==> config.mk <==
export PLATFORM = sky130hd
export DESIGN_NAME = dm_arbiter
export DESIGN_NICKNAME = d
export VERILOG_FILES = /design/src/rtl/dm_arbiter.sv
export SDC_FILE = /design/constraint.sdc
export NUM_CORES = 1
export LEC_CHECK = 0
export CAP_MARGIN = 0
export CORE_ASPECT_RATIO = 1.2
export CORE_MARGIN = 2
export CORE_UTILIZATION = 45
export CTS_CLUSTER_DIAMETER = 60
export CTS_CLUSTER_SIZE = 14
export DETAILED_ROUTE_END_ITERATION = 16
export DONT_BUFFER_PORTS = 1
export GPL_TIMING_DRIVEN = 0
export SYNTH_ARGS = -nofsm -noshare
export SYNTH_HDL_FRONTEND = slang
export SYNTH_SLANG_ARGS = --single-unit
==> constraint.sdc <==
create_clock -name clk -period 1.7 [get_ports clk]
set_input_delay 0.34 -clock clk [delete_from_list [all_inputs] [get_ports clk]]
set_output_delay 0.34 -clock clk [all_outputs]
set_load 0.05 [all_outputs]
==> src/rtl/dm_arbiter.sv <==
// -----------------------------------------------------------------------------
// dm_arbiter
//
// Round-robin arbiter that lets NUM_CORES cores share one single-port data
// memory. One access is in flight at a time and takes three cycles:
//   IDLE  -> a winner is chosen among the requesting cores
//   ISSUE -> the winner's we/addr/wdata appear on mem_* with mem_en = 1
//   RESP  -> ack[winner] pulses and rdata carries mem_rdata
//
// Build option:
//   DM_ARB_LOCK_EN - when defined, a core acked while holding lock[i] becomes
//                    the lock owner and is the only eligible requester until
//                    an IDLE cycle sees its lock bit low. When undefined the
//                    lock port is present but ignored.
//
// Ports:
//   clk, rst   - system clock, synchronous active-high reset
//   req        - per-core request (level, held until ack)
//   we         - per-core write enable, valid with req
//   lock       - per-core ownership hold (DM_ARB_LOCK_EN only)
//   addr       - packed addresses, core i at [i*ADDR_W +: ADDR_W]
//   wdata      - packed write data, core i at [i*DATA_W +: DATA_W]
//   gnt        - one-hot registered grant, high during ISSUE and RESP
//   ack        - one-hot one-cycle completion pulse (RESP)
//   rdata      - read data, meaningful only while ack is non-zero
//   mem_en     - memory access strobe (registered, ISSUE only)
//   mem_we     - memory write strobe (registered, ISSUE only)
//   mem_addr   - memory address (registered)
//   mem_wdata  - memory write data (registered)
//   mem_rdata  - memory read data, one cycle after mem_en
// -----------------------------------------------------------------------------
module dm_arbiter #(
    parameter int NUM_CORES = 4,
    parameter int ADDR_W    = 16,
    parameter int DATA_W    = 16
) (
    input  logic                        clk,
    input  logic                        rst,
    input  logic [NUM_CORES-1:0]        req,
    input  logic [NUM_CORES-1:0]        we,
    input  logic [NUM_CORES-1:0]        lock,
    input  logic [NUM_CORES*ADDR_W-1:0] addr,
    input  logic [NUM_CORES*DATA_W-1:0] wdata,
    output logic [NUM_CORES-1:0]        gnt,
    output logic [NUM_CORES-1:0]        ack,
    output logic [DATA_W-1:0]           rdata,
    output logic                        mem_en,
    output logic                        mem_we,
    output logic [ADDR_W-1:0]           mem_addr,
    output logic [DATA_W-1:0]           mem_wdata,
    input  logic [DATA_W-1:0]           mem_rdata
);

    localparam int IDX_W = (NUM_CORES > 1) ? $clog2(NUM_CORES) : 1;

    typedef enum logic [1:0] {
        IDLE  = 2'd0,
        ISSUE = 2'd1,
        RESP  = 2'd2
    } state_t;

    state_t               state;
    state_t               state_next;
    logic [IDX_W-1:0]     last;        // most recently granted core
    logic [IDX_W-1:0]     cur;         // core being served
    logic [IDX_W-1:0]     pick_idx;
    logic [IDX_W-1:0]     cand;
    logic                 pick_valid;
    logic [NUM_CORES-1:0] eligible;
    logic [ADDR_W-1:0]    sel_addr;
    logic [DATA_W-1:0]    sel_wdata;

`ifdef DM_ARB_LOCK_EN
    logic             owner_valid;
    logic [IDX_W-1:0] owner;
    logic             owner_hold;

    // While the owner keeps its lock asserted, every other requester is masked.
    assign owner_hold = owner_valid && lock[owner];
    assign eligible   = owner_hold ? (req & (NUM_CORES'(1) << owner)) : req;

    always_ff @(posedge clk) begin
        if (rst) begin
            owner_valid <= 1'b0;
            owner       <= '0;
        end else if (state == IDLE && owner_valid && !lock[owner]) begin
            // Release happens in the same IDLE cycle that arbitrates normally.
            owner_valid <= 1'b0;
        end else if (state == RESP && lock[cur]) begin
            owner_valid <= 1'b1;
            owner       <= cur;
        end
    end
`else
    logic lock_unused;
    assign lock_unused = ^lock;
    assign eligible    = req;
`endif

    // Round-robin search starting at last+1. Walking from the farthest
    // candidate back to the nearest lets the nearest eligible core overwrite.
    // NOTE: every signal written here gets a default first, so no path leaves
    // a variable unassigned and no latch is inferred.
    always_comb begin
        pick_valid = 1'b0;
        pick_idx   = last;
        cand       = last;
        for (int i = NUM_CORES; i >= 1; i--) begin
            cand = IDX_W'((int'(last) + i) % NUM_CORES);
            if (eligible[cand]) begin
                pick_valid = 1'b1;
                pick_idx   = cand;
            end
        end
    end

    assign sel_addr  = ADDR_W'(addr  >> (int'(pick_idx) * ADDR_W));
    assign sel_wdata = DATA_W'(wdata >> (int'(pick_idx) * DATA_W));

    always_comb begin
        state_next = state;
        case (state)
            IDLE:    if (pick_valid) state_next = ISSUE;
            ISSUE:   state_next = RESP;
            RESP:    state_next = IDLE;
            default: state_next = IDLE;
        endcase
    end

    // NOTE: sequential state uses non-blocking assignments so every register
    // samples pre-edge values regardless of block evaluation order.
    always_ff @(posedge clk) begin
        if (rst) state <= IDLE;
        else     state <= state_next;
    end

    always_ff @(posedge clk) begin
        if (rst) begin
            gnt       <= '0;
            ack       <= '0;
            mem_en    <= 1'b0;
            mem_we    <= 1'b0;
            mem_addr  <= '0;
            mem_wdata <= '0;
            last      <= IDX_W'(NUM_CORES - 1);
            cur       <= '0;
        end else begin
            case (state)
                IDLE: begin
                    if (pick_valid) begin
                        gnt       <= NUM_CORES'(1) << pick_idx;
                        mem_en    <= 1'b1;
                        mem_we    <= we[pick_idx];
                        mem_addr  <= sel_addr;
                        mem_wdata <= sel_wdata;
                        last      <= pick_idx;
                        cur       <= pick_idx;
                    end
                end
                ISSUE: begin
                    mem_en <= 1'b0;
                    mem_we <= 1'b0;
                    ack    <= gnt;
                end
                RESP: begin
                    ack <= '0;
                    gnt <= '0;
                end
                default: begin
                    gnt <= '0;
                    ack <= '0;
                end
            endcase
        end
    end

    // The memory presents read data in the RESP cycle; pass it straight through.
    assign rdata = mem_rdata;

endmodule

==> metrics list, run 1 <==
- Worst setup skew after layout: 0.00665 ns
- Summing all multi-input logic gate instances after layout gives 0.00231 mm^2.
- Critical-path cell with the highest stage delay: dfxtp_4
- The critical path is of the reg -> reg type.
- The tool flagged a number of max-cap violations equal to 0.
- Skew-Pair Late Insertion Delay: 0.31 ns
* Number of rows created at floorplan: 34
- Remaining Overflow, GRT: 0
- Final Hold Vio Count: 0
- Result of the run: finished with violations
- The most used flip-flop cell after synthesis is dfxtp_1.
- For this run, the number of standard cells in the final layout without fillers is 515.
- TritonCTS Buffers: 5
* Crit-path max FO: 10
- Entering global routing, the biggest net connects 16 pins.
* Final worst slack: -0.0566 ns
* Crit. End Element: flip-flop
- For this run, the slowest stage of the critical path takes 0.39 ns.
* Number of global-route vias before repair: 3162
* Post-synthesis instance total: 407
- Global-route wire length before repair: 16.3 mm
- The share of total power dissipated in the clock network is 19.6%.
- In this run the power density over the cells is 1060 mW/mm^2.
* CP top delay family: compound AO/OA/AOI/OAI gates
* Area share of the largest cell type after synthesis: 28.2%
* Worst slack, placed: -0.482 ns
- The analysis attributes to cell leakage a power of 1.53 nW.
- For this block, the initial DRC count from the detailed router was 147.
* Via count of the routed design: 3231
* Sequential group share of total power: 42.0%
* Reg2reg path depth: 6
* Tcrit/Tclk final: 103%
* Setup repair after global routing missed its margin: true
* Area enclosed by the die boundary: 0.00796 mm^2
- Number of sinks on the clock net: 46
- Buffers on Ports: 0
- The clock passes through at most 2 buffers.
* Share of flip-flops with an asynchronous set or reset after synthesis: 0%
- H-tree depth: 2
- With fillers left out, the area of the finished cells amounts to 0.00411 mm^2.
- Count of flip-flops with a built-in enable after synthesis: 0
- At the end of routability-driven placement, the weighted congestion stood at 0.857.
- STA classifies the critical path startpoint as a flip-flop.
* Actual transition at the worst max-transition pin: 0.742 ns
- The repair_antennas step left the layout with diodes totalling 0.
- For this run, the detailed router's first-pass iteration total came to 4.
- CTS tree: done
- Top-level I/O count: 216
- Register area share after synthesis: 28.2%
* Overall global routing resource usage: 26.4%
* Placed instance count: 497
* Combinational group share of total power: 38.5%
* Worst path bufs/invs: 2
* Layout-stage area growth over the synthesis result: 25.9%
- Fraction of power spent switching nets: 44.7%
- Violations in the final reports: negative setup slack
- In this run the cell area of the synthesized design comes to 0.00327 mm^2.
- Cell at the root of the clock tree: clkbuf_8
- Design Power: 4.37 mW
- After detailed routing, the number of vias per cell comes to 6.27.
* Net switching power of the design: 1.95 mW
- Synthesis inferred 46 register bits.
- The count of pins over their slew limit is 0.
- Fraction of final layout cells sized beyond drive strength 1: 33.4%
- Wires add up to 11.0 mm.
- Crit path arrival time: 1.92 ns
* Reg-to-Reg Start: last[1]$_SDFFE_PP1P_
* Clock slew seen by the registers of the worst setup and hold paths: 0.10 ns
- Min Tclk post-route: 1.76 ns
- Starting Density: 45.7%
- In this run the cell area measured after placement is 0.00338 mm^2.
- Filler cell count: 665
- Static timing analysis puts the maximum clock frequency at 569 MHz.
- Wire length per cell: 21.3 um
* Biggest area contributors in the synthesized netlist: dfxtp_1 (28%), o31a_1 (7.8%), a221oi_2 (6.0%)
* Timing endpoint of the critical path: mem_addr[2]$_SDFFE_PP0P_
- Cells traversed along the worst timing path: buf_8 > a22o_1 > a22o_4 > clkbuf_16 > a221oi_2 > a211oi_2
- Hold bufs inserted after CTS: 0
* Y dimension of the die: 97.3 um
- Core occupancy in the finished layout: 57.5%
* Required time reported for the critical path endpoint: 1.87 ns
- The number of nets in the synthesized netlist is 565.
- Yosys mapped the design onto 42 distinct sky130hd cell types.
* Total of warnings raised by yosys: 0
- Measured along the x axis, the die boundary spans 81.8 um.
* Cell taking the most area after synthesis: dfxtp_1
- Critical Path Source: last[1]$_SDFFE_PP1P_
- Number of gates on the worst path with buffers counted: 6
* Post-Synthesis Mean Instance Area: 8.02 um^2
- In the final layout, flip-flops and latches occupy 926 um^2.
* Minimum setup slack among reg-to-reg paths: -0.06 ns
* Final ANT Viol Nets: 0
- Placeable Area: 0.00715 mm^2
- Final number of setup-violating endpoints: 28
* Net count, final: 582
- After detailed routing, the number of remaining DRC violations is 0.
* Capture instance of the worst register-to-register path: mem_addr[2]$_SDFFE_PP0P_
- IR drop worst, VDD: 432 uV
* Rel. slew slack: 50.5%
- Number of antenna violations at the first check in global routing: 0
- Class of the tightest hold or removal check: in -> reg
* Hpwl dp: 7.88 mm
- The internal portion of the total power is 2.42 mW.
[synth_stat cells (all sizes together) (3+ instances only)]
library cell / n
a21oi: 9
nand4: 3
mux2i: 5
o31ai: 4
nor2: 43
o31a: 29
nand2: 38
clkbuf: 15
a221oi: 34
a21o: 4
a211oi: 32
dfxtp: 46
nor3: 32
buf: 47
o21ai: 38
inv: 5
[layer usage]
| metal | track usage [%] | wire length (um) |
|---|---|---|
| met1 | 31.9 | 4260 |
| met2 | 44.3 | 5500 |
| met3 | 8.27 | 1000 |
| met4 | 7.44 | 190 |
| met5 | 0 | 0 |
[registers in the layout (all words and copies together), names as in the netlist]
register	count
ack	4
mem_we	1
mem_addr	16
mem_en	1
gnt	4
mem_wdata	16
last	2
state	2
[kinds of logic (layout without fill, tap and decap cells)]
group | after synthesis | count (layout) | synth area share [%]
buf+inv | 68 | 86 | 11.8
compound gates | 159 | 159 | 40.4
mux | 5 | 5 | 1.53
flops | 46 | 46 | 28.2
simple gates | 129 | 129 | 18.0
[timing repair]
action	4_1_cts	5_1_grt
gates resized for setup	75	28
pin swaps	17	18
gates cloned	1	2
endpoints found under the setup margin	35	33
buffers inserted	2	5
[layout by cell type, fill, tap and decap left out, types with 4 or more instances in the layout]
cell and count:
a211oi_1 16, a211oi_2 16, a21o_1 4, a21oi_1 8, a221oi_2 19, a221oi_4 13
buf_2 12, buf_4 28, buf_6 7, buf_8 4, clkbuf_1 5, clkbuf_2 5
clkbuf_8 7, dfxtp_1 44, inv_1 4, mux2i_1 4, nand2_1 37, nor2_1 42
nor3_1 28, o21ai_0 7, o21ai_1 30, o31a_1 29
[through the flow]
stage               setup TNS, ns  hold slack, ns
CTS                        -0.219           0.236
detailed placement         -14.54           0.557
global placement           -11.94           0.542
floorplan                       0           0.536
global route                -2.32           0.270
finish                     -0.657           0.241
[worst min-delay path by stage]
stage | start | end | slack (ns) | cells past startpoint
detailed placement | we[2] | mem_we$_SDFFE_PP0P_ | 0.56 | 2
finish | we[3] | mem_we$_SDFFE_PP0P_ | 0.24 | 2
global placement | we[2] | mem_we$_SDFFE_PP0P_ | 0.54 | 2
CTS | we[2] | mem_we$_SDFFE_PP0P_ | 0.24 | 2
floorplan | we[2] | mem_we$_SDFFE_PP0P_ | 0.54 | 2
global route | wdata[40] | mem_wdata[8]$_SDFFE_PP0P_ | 0.27 | 2
[layout make-up]
class / count / area share [%]
multi-input cells: 293 / 56.1
flip-flops and latches: 46 / 22.5
plain buffers: 62 / 12.2
repair buffers: 10 / 2.92
well taps: 90 / 2.74
clock buffers: 5 / 1.67
clock inverters: 3 / 1.10
inverters: 6 / 0.730
[power by group through the flow]
stage          Clock [mW]  Combinational, mW  Sequential, mW
2_1_floorplan           0               1.07            1.81
3_3_place_gp            0               1.30            1.85
3_5_place_dp            0               1.32            1.85
4_1_cts             0.870               1.56            1.83
5_1_grt             0.913               1.82            1.85
6_report            0.854               1.68            1.83
Note: power is estimated with default switching activity, not from simulation.
==> run 2, diff against run 1 <==
- CORE_MARGIN: 2 -> not set
==> run 2 against run 1 <==
- the run still ends with negative setup slack left
- flip-flop and latch count did not move
- first-iteration DRC count is 22% lower
- critical path depth unchanged
- non-clock buffer count shrank 1
- critical path type unchanged
- clock power up 17%
- routed wire length down 2.0%
- fmax is 0.17% lower
- register-to-register slack is essentially flat
- total power up 2.9%
- sequential share of layout area up 0.44 points
- sequential power about the same
- highest routed layer unchanged
==> metrics list, run 2 (synthesis gave the netlist of run 1 again) <==
- The estimated wirelength of the detail-placed design is 7.71 mm (was 7.88 mm).
- CP Class: reg -> reg (unchanged)
- The internal power component was 2.55 mW (was 2.42 mW).
- The peak clock frequency supported by timing is 568 MHz (was 569 MHz).
- The clock sink total came to 46 (unchanged).
- Cell at the root of the clock tree: clkbuf_8 (unchanged)
- Wire length per cell: 21.0 um (was 21.3 um)
- The logic gate share of total power is 37.0% (was 38.5%).
- The count of buffers inserted at the top-level ports is 0 (unchanged).
- Net switching power of the design: 1.94 mW (was 1.95 mW)
- The top fanout value on the critical path is 10 (unchanged).
- Sequential group share of total power: 40.7% (was 42.0%)
- The element type at the critical path end is a flip-flop (unchanged).
- Antenna diode count: 0 (unchanged)
- The worst hold path cell count is 2 (unchanged).
- Top-level I/O count: 216 (unchanged)
- Placed instance count: 494 (was 497)
- The routed wire length came to 10.7 mm (was 11.0 mm).
* Area enclosed by the die boundary: 0.00760 mm^2 (was 0.00796 mm^2)
- Y dimension of the die: 95.3 um (was 97.3 um)
- H-tree depth: 2 (unchanged)
- The chip width was 79.8 um (was 81.8 um).
- The startpoint class of the critical path is a flip-flop (unchanged).
- Worst setup skew after layout: 0.0111 ns (was 0.00665 ns)
- The row count is 33 (was 34).
- The post-layout instance count excluding filler cells was 511 (was 515).
- The final RePlAce weighted congestion was 0.881 (was 0.857).
* Most common library cell in the layout ignoring fill and taps: dfxtp_1 (unchanged)
- Result of the run: finished with violations (unchanged).
- The initial antenna violation count is 0 (unchanged).
- Rel. slew slack: 51.1% (was 50.5%)
* CTS tree: done (unchanged)
- TritonCTS Buffers: 5 (unchanged)
- Number of vias per cell after detailed routing: 6.33 (was 6.27)
- The worst setup slack after layout came to -0.0595 ns (was -0.0566 ns).
* Clock slew seen by the registers of the worst setup and hold paths: 0.10 ns (about the same)
* Reg2reg path depth: 6 (unchanged)
- The fraction of power spent switching nets was 43.2% (was 44.7%).
- Skew-Pair Late Insertion Delay: 0.31 ns (about the same)
- Final ANT Viol Nets: 0 (unchanged)
- The transition time of the tightest slew-check pin is 0.734 ns (was 0.742 ns).
* Fraction of final layout cells sized beyond drive strength 1: 32.1% (was 33.4%)
- The final count of negative-setup-slack endpoints is 24 (was 28).
- Worst slack, placed: -0.434 ns (was -0.482 ns)
- Min Tclk post-route: 1.76 ns (about the same)
- Layout-stage area growth over the synthesis result: 23.8% (was 25.9%)
- The number of nets in the final layout was 581 (was 582).
- The overflow left after global routing is 0 (unchanged).
- Final routed DRC violation total: 0 (unchanged)
- Final Hold Vio Count: 0 (unchanged)
- The initial detailed-routing violation count is 114 (was 147).
* Required time reported for the critical path endpoint: 1.87 ns (about the same)
- Top Registers: mem_addr (16), mem_wdata (16) (unchanged).
- The post-route cell area was 0.00404 mm^2 (was 0.00411 mm^2).
- Global-route wire length before repair: 15.7 mm (was 16.3 mm)
- Cell area power density: 1110 mW/mm^2 (was 1060 mW/mm^2)
* Overall global routing resource usage: 27.0% (was 26.4%)
- Setup repair after global routing missed its margin: true (unchanged).
- The clock network fraction of design power was 22.3% (was 19.6%).
- Cell Area, Placed: 0.00338 mm^2 (about the same)
- IR drop worst, VDD: 661 uV (was 432 uV)
- Leading cell types in the layout, fill and taps excluded: dfxtp_1 (44), nor2_1 (42), nand2_1 (38) (was dfxtp_1 (44), nor2_1 (42), nand2_1 (37)).
* Via count of the routed design: 3234 (was 3231)
- Number of global-route vias before repair: 3079 (was 3162)
- Violations in the final reports: negative setup slack (unchanged).
- Class of the tightest hold or removal check: in -> reg (unchanged)
* Largest net degree at the start of global routing: 16 (unchanged)
- Clock Tree Buf Depth: 2 (unchanged)
* Placeable Area: 0.00694 mm^2 (was 0.00715 mm^2)
- Length of the first detailed-routing pass in iterations: 4 (unchanged)
- The data arrival at the endpoint of the critical path is 1.93 ns (was 1.92 ns).
* Tcrit/Tclk final: 104% (was 103%)
- Count of max-cap constraint violations: 0 (unchanged)
- The starting density of the core came to 47.1% (was 45.7%).
- Core occupancy in the finished layout: 58.3% (was 57.5%)
* Hold bufs inserted after CTS: 0 (unchanged)
- LEAKAGE: 1.51 nW (was 1.53 nW)
* Number of slew-limit violations in the final report: 0 (unchanged)
-- run 2: cell count changes in the layout (fill, tap and decap cells not counted), sizes merged --
cell      previous run  this run
bufinv               1         2
inv                  6         5
buf                 54        53
clkinv               0         2
clkinvlp             2         0
-- run 2: worst max-delay path, cell delays in order, from the launching register on --
cell and delay (ns):
dfxtp_4 0.38, buf_6 0.14, a22o_1 0.23, a22o_4 0.30, buf_8 0.17, a221oi_4 0.30, a211oi_2 0.10
-- run 2: power by group through the flow --
stage | Combinational [mW] | Sequential, mW | Clock (mW)
2_1_floorplan | 1.07 | 1.81 | 0
3_3_place_gp | 1.30 | 1.85 | 0
3_5_place_dp | 1.32 | 1.85 | 0
4_1_cts | 1.51 | 1.83 | 1.03
5_1_grt | 1.80 | 1.85 | 1.06
6_report | 1.66 | 1.83 | 1.00
-- run 2: worst paths after layout --
| check | from | end | slack, ns |
|---|---|---|---|
| worst max-delay path | last[1]$_SDFFE_PP1P_ | mem_wdata[13]$_SDFFE_PP0P_ | -0.06 |
| worst min-delay path | we[0] | mem_we$_SDFFE_PP0P_ | 0.25 |
| worst max register to register | last[1]$_SDFFE_PP1P_ | mem_wdata[13]$_SDFFE_PP0P_ | -0.06 |
| worst min register to register | state[1]$_SDFFE_PP0N_ | mem_en$_SDFFE_PP0P_ | 0.62 |
-- run 2: cell type report --
cell class | instances | area, um^2
Fill cell | 663 | 2890
Timing Repair Buffer | 9 | 73.8
Sequential cell | 46 | 928
Tap cell | 87 | 109
Multi-Input combinational cell | 293 | 2280
Buffer | 62 | 488
Clock inverter | 3 | 68.8
Clock buffer | 5 | 68.8
Inverter | 6 | 27.5
-- run 2: what timing repair did --
action	CTS	global route
cloned	1	0
gates resized for setup	59	32
buffers inserted	2	6
pin swaps	11	19
endpoints found under the setup margin	35	33
-- run 2: layer usage --
layer	vias to the layer above	GRT usage [%]	routed length, um
li1	1564	-	-
met1	1497	31.5	4030
met2	159	47.5	5560
met3	14	8.13	970
met4	0	7.89	179
met5	-	0	0
-- run 2: metrics by stage --
| step | total power [mW] | hold slack [ns] | setup TNS (ns) |
|---|---|---|---|
| finish | 4.49 | 0.248 | -0.667 |
| global route | 4.71 | 0.251 | -2.69 |
| CTS | 4.37 | 0.248 | -0.298 |
| detailed placement | 3.17 | 0.572 | -11.78 |
| global placement | 3.14 | 0.543 | -10.64 |
| floorplan | 2.89 | 0.536 | 0 |
